[src/rtl/halftone_stream_converter.sv]
// Streaming Floyd-Steinberg halftoner: raster greyscale pixels in, one COLS-bit
// halftone row out per image row, with a one-row skid slot for a stalled consumer.
module halftone_stream_converter #(
  parameter int PIX_W  = 8,
  parameter int COLS   = 8,
  parameter int ROWS   = 6,
  parameter int THRESH = 128,
  localparam int IW    = (ROWS > 1) ? $clog2(ROWS) : 1
) (
  input  logic             clock,
  input  logic             reset,
  input  logic             clear,
  input  logic [PIX_W-1:0] pix_in,
  input  logic             pix_valid,
  output logic             pix_ready,
  output logic [1:COLS]    htpv_row,
  output logic [IW-1:0]    row_index,
  output logic             row_valid,
  input  logic             row_ready,
  output logic             frame_done
);

  localparam int EW = PIX_W + 3;
  localparam int CW = $clog2(COLS);
  localparam logic signed [EW-1:0] TH_S  = EW'(THRESH);
  localparam logic signed [EW-1:0] MAX_S = EW'((1 << PIX_W) - 1);

  typedef enum logic {RUN, HOLD} state_t;
  state_t state_q, state_d;

  logic [CW-1:0]        col;
  logic [IW-1:0]        row;
  logic signed [EW-1:0] e_right;
  logic signed [EW-1:0] cur_err [COLS];
  logic signed [EW-1:0] nxt_err [COLS];
  logic signed [EW-1:0] nxt_sum [COLS];
  logic [COLS-1:0]      asm_row, row_bits, pend_row;
  logic [IW-1:0]        pend_idx;
  logic                 pend_done;
  logic                 accept, last_col, last_row, row_done, out_free, b;
  logic signed [EW-1:0] v, e, w7, w5, w3, w1;

  // floor(k*x/16) with enough headroom that the product never wraps
  function automatic logic signed [EW-1:0] frac16(input logic signed [EW-1:0] x,
                                                  input logic [2:0] k);
    logic signed [EW+3:0] xs, ks, p;
    xs = (EW+4)'(x);
    ks = (EW+4)'(k);
    p  = (xs * ks) >>> 4;
    return p[EW-1:0];
  endfunction

  assign pix_ready = (state_q == RUN);
  assign accept    = pix_valid && pix_ready && !clear;
  assign last_col  = (col == CW'(COLS - 1));
  assign last_row  = (row == IW'(ROWS - 1));
  assign row_done  = accept && last_col;
  assign out_free  = !row_valid || row_ready;

  always_comb begin
    v  = $signed({3'b000, pix_in}) + e_right + cur_err[col];
    b  = (v >= TH_S);
    e  = b ? v - MAX_S : v;
    w7 = frac16(e, 3'd7);
    w5 = frac16(e, 3'd5);
    w3 = frac16(e, 3'd3);
    w1 = frac16(e, 3'd1);
    // leftmost column lands in the MSB so it maps onto htpv_row[1]
    row_bits = asm_row;
    row_bits[CW'(COLS - 1) - col] = b;
    for (int j = 0; j < COLS; j++) begin
      nxt_sum[j] = nxt_err[j];
      if (j == int'(col) - 1) nxt_sum[j] = nxt_sum[j] + w3;
      if (j == int'(col))     nxt_sum[j] = nxt_sum[j] + w5;
      if (j == int'(col) + 1) nxt_sum[j] = nxt_sum[j] + w1;
    end
  end

  always_ff @(posedge clock or negedge reset) begin
    if (!reset) state_q <= RUN;
    else        state_q <= state_d;
  end

  always_comb begin
    state_d = state_q;
    if (clear) state_d = RUN;
    else begin
      case (state_q)
        RUN:     if (row_done && !out_free) state_d = HOLD;
        HOLD:    if (row_ready) state_d = RUN;
        default: state_d = RUN;
      endcase
    end
  end

  always_ff @(posedge clock or negedge reset) begin
    if (!reset) begin
      col        <= '0;
      row        <= '0;
      e_right    <= '0;
      asm_row    <= '0;
      pend_row   <= '0;
      pend_idx   <= '0;
      pend_done  <= 1'b0;
      htpv_row   <= '0;
      row_index  <= '0;
      row_valid  <= 1'b0;
      frame_done <= 1'b0;
      for (int j = 0; j < COLS; j++) begin
        cur_err[j] <= '0;
        nxt_err[j] <= '0;
      end
    end else if (clear) begin
      col        <= '0;
      row        <= '0;
      e_right    <= '0;
      asm_row    <= '0;
      pend_row   <= '0;
      pend_idx   <= '0;
      pend_done  <= 1'b0;
      row_valid  <= 1'b0;
      frame_done <= 1'b0;
      for (int j = 0; j < COLS; j++) begin
        cur_err[j] <= '0;
        nxt_err[j] <= '0;
      end
    end else begin
      // output register: HOLD drains the skid slot, RUN loads or parks new rows
      if (state_q == HOLD) begin
        if (row_ready) begin
          htpv_row   <= pend_row;
          row_index  <= pend_idx;
          frame_done <= pend_done;
        end
      end else if (row_done) begin
        if (out_free) begin
          htpv_row   <= row_bits;
          row_index  <= row;
          frame_done <= last_row;
          row_valid  <= 1'b1;
        end else begin
          pend_row  <= row_bits;
          pend_idx  <= row;
          pend_done <= last_row;
        end
      end else if (row_valid && row_ready) begin
        row_valid  <= 1'b0;
        frame_done <= 1'b0;
      end

      if (accept) begin
        asm_row <= row_bits;
        if (last_col) begin
          col     <= '0;
          e_right <= '0;
          row     <= last_row ? '0 : row + 1'b1;
          for (int j = 0; j < COLS; j++) begin
            cur_err[j] <= last_row ? '0 : nxt_sum[j];
            nxt_err[j] <= '0;
          end
        end else begin
          col     <= col + 1'b1;
          e_right <= w7;
          for (int j = 0; j < COLS; j++) nxt_err[j] <= nxt_sum[j];
        end
      end
    end
  end

endmodule
[config.mk]
export PLATFORM = sky130hd
export DESIGN_NAME = halftone_stream_converter
export DESIGN_NICKNAME = d
export VERILOG_FILES = /design/src/rtl/halftone_stream_converter.sv
export SDC_FILE = /design/constraint.sdc
export NUM_CORES = 1
export LEC_CHECK = 0
export ABC_AREA = 1
export BUFFER_PORTS_ARGS = -buffer_cell sky130_fd_sc_hd__buf_2
export CAP_MARGIN = 20
export CORE_ASPECT_RATIO = 0.6
export CORE_UTILIZATION = 45
export CTS_BUF_LIST = sky130_fd_sc_hd__clkbuf_8
export DETAILED_ROUTE_END_ITERATION = 7
export GPL_ROUTABILITY_DRIVEN = 0
export PLACE_DENSITY = 0.65
export SLEW_MARGIN = 20
export SYNTH_ARGS = -nofsm -noshare
export SYNTH_HDL_FRONTEND = slang
export SYNTH_SLANG_ARGS = --single-unit
[constraint.sdc]
create_clock -name clock -period 17.9 [get_ports clock]
set_input_delay 1.79 -clock clock [delete_from_list [all_inputs] [get_ports clock]]
set_output_delay 1.79 -clock clock [all_outputs]
set_load 0.005 [all_outputs]
==> flow_metrics.tcl <==
set metrics [dict create \
    cts_sinks 227 \
    cts_tree "done" \
    fin_crit_ns 12.03 \
    grt_pass1_vias 22960 \
    initial_core_util_pct 45.8 \
    post-route-period-util_pct 67.2 \
    drv_cap 0 \
    dr.first_iter.drc_count 3094 \
    drc_errors 0 \
    ys_async_sr_fraction_pct 100 \
    netlist_instances 3854 \
    grt-ovfl-total 0 \
    avgSynthCellArea_um2 6.66 \
    area_delta_synth_final_pct 7.43 \
    crit_type "reg2reg" \
    slew_viol_final 0 \
    clock_latency_ns 0.64 \
    die_h_um 187 \
    synth_nets 4193 \
    clk_pin_slew_ns 0.07 \
    yosys.area.top_type "dfrtp_1" \
    htree_levels 2 \
    clock.fmax_mhz 83.1 \
    grt_max_degree 68 \
    max_slew_margin_pct 14.9 \
    num_vias 25995 \
    cts_hold_buf 0 \
    via_per_inst 5.58 \
    syn_area_um2 25700 \
    synth_cell_types 61 \
    synth-main-ff-cell "dfrtp_1" \
    yosys.area.top_type_share_pct 22.1 \
    cts_buffer_depth 3 \
    r2r_slack_ns 5.87 \
    crit_top_cell "nand2_1" \
    cts_made_buffers 40 \
    synth_edf_count 0 \
    post_cts_buffers 0 \
    io_pins 27 \
    critPathLaunchType "register" \
    grt.total_usage_pct 31.8 \
    end_kind "register" \
    antenna_left 0 \
    core.rowCount 67 \
    portBuffers 26 \
    crit_fanout 13 \
    fin_area_um2 27600 \
    synth_common_cells "nand2_1 (1,067), inv_1 (510), nand3_1 (312), ha_1 (292), o21ai_0 (269)" \
    crit_required_ns 18.47 \
    finalSetupViolCount 0 \
    hpwlAfterDp_um 67900 \
    core-area_um2 56100 \
    worstHoldPathType "reg2reg" \
    grt_pass1_wl_um 140000 \
    crit_arrival_ns 12.60 \
    antenna_found_initial 2 \
    setup_tns_ns 0 \
    yosys-top-cells-area "dfrtp_1 (22%), nand2_1 (16%), ha_1 (14%), inv_1 (7.5%), nand3_1 (6.1%)" \
    finalHoldViolCount 0 \
    post_cts_resized 0 \
    yosys.cell_count.top_type "nand2_1" \
    outcome "complete, no violations" \
    ys_ff_latch 227 \
    drive_gt1_share_pct 7.31 \
    rsz0062_at_grt "false" \
    firstDrtPassIters 8 \
    slowest_delay_ns 0.68 \
    place_area_um2 26700 \
    yosysWarnings 0 \
    final_nets 4210 \
    cts-root-buf "clkbuf_8" \
    ys_seq_area_share_pct 22.1 \
    wirelength_um 92900 \
    worst_pin_slew_ns 1.28 \
    critical-path-slowest-cell "nor2_1" \
    fin_worst_skew_ns 0.0471 \
    wl_per_cell_um 19.9 \
    dieArea_um2 58000 \
    die_w_um 310 \
]
==> logic make-up after synthesis <==
| group | Yosys count | synth area share [%] |
|---|---|---|
| multiplexers | 1 | 0.0390 |
| XOR/XNOR | 148 | 5.05 |
| buffers and inverters | 624 | 9.49 |
| flip-flops | 227 | 22.1 |
| adder cells (fa/ha/maj) | 326 | 16.9 |
| AO/OA/AOI/OAI | 742 | 16.4 |
| AND/OR/NAND/NOR | 1786 | 30.0 |
==> worst max-delay path: cells and delay by family (launching register included) <==
kind / cells / cell delay [ns]
AO/OA/AOI/OAI: 10 / 1.87
adder cells (fa/ha/maj): 8 / 3.21
XOR/XNOR: 3 / 0.97
AND/OR/NAND/NOR: 30 / 4.28
buffers and inverters: 5 / 1.06
flip-flops: 1 / 0.63
==> placed cells by master, fill, tap and decap left out, types with 8 or more instances in the layout <==
cell type and instances:
nand4_1 43, a21oi_1 210, nand3_1 312, nor2_2 13, o2111ai_1 8, fa_1 34
o22ai_1 77, nor2_1 204, ha_1 292, inv_1 518, nor3_1 29, xor2_1 85
or2_2 42, inv_2 26, nand2_1 1066, dfrtp_1 227, o21ai_1 52, buf_2 25
o21ai_0 269, a21o_1 20, clkbuf_8 46, a21oi_2 10, o31ai_1 8, o21ai_2 17
buf_4 35, or2_1 11, nand2_2 26, a221oi_1 10, nand3b_1 13, o21bai_1 25
xnor2_1 55
==> registers in the layout, summed over array words and instances (netlist names) <==
register and count:
frame_done 1, col 3, row_valid 1, pend_row 8
cur_err 88, e_right 11, htpv_row 8, nxt_err 88
pend_done 1, state_q 1, row_index 3, pend_idx 3
asm_row 8, row 3
==> per-layer routing <==
layer	global-route usage [%]	share of wire [%]	vias to the layer above
met5	0	0.014	-
met4	7.94	2.7	2
met3	12.4	14	154
met2	40.1	36	1240
met1	48.7	47	11823
li1	-	-	12776
==> through the flow <==
| step | setup WS (ns) | instances | hold WS (ns) | util [%] |
|---|---|---|---|---|
| after floorplan | 7.83 | 3854 | 0.445 | - |
| after global placement | 6.29 | 4588 | 0.458 | 47.6 |
| after detailed placement | 6.19 | 4588 | 0.463 | 47.6 |
| after CTS | 6.15 | 4658 | 0.479 | 49.1 |
| after global routing | 4.80 | 4658 | 0.511 | 49.1 |
| final | 5.87 | 4662 | 0.472 | 49.2 |
==> final timing paths <==
path                             start      endpoint  cells past startpoint
min reg2reg                htpv_row[3]   htpv_row[3]                      2
min                        htpv_row[3]   htpv_row[3]                      2
max                             col[2]   nxt_err[54]                     56
min in group asynchronous        reset  row_index[2]                      1
max reg2reg                     col[2]   nxt_err[54]                     56
max in group asynchronous        reset   nxt_err[51]                      3
==> cell type report <==
cell class / instances / area (um2)
sequential: 227 / 5680
fill: 5666 / 28500
inverter: 538 / 2020
multi-input combinational: 3003 / 17600
clock inverter: 24 / 226
timing repair buffer: 61 / 403
antenna: 4 / 10.0
tap: 759 / 950
clock buffer: 46 / 633
Power is not shown: default switching activity piles up to over one toggle a cycle in this logic, so the estimate is an artifact.
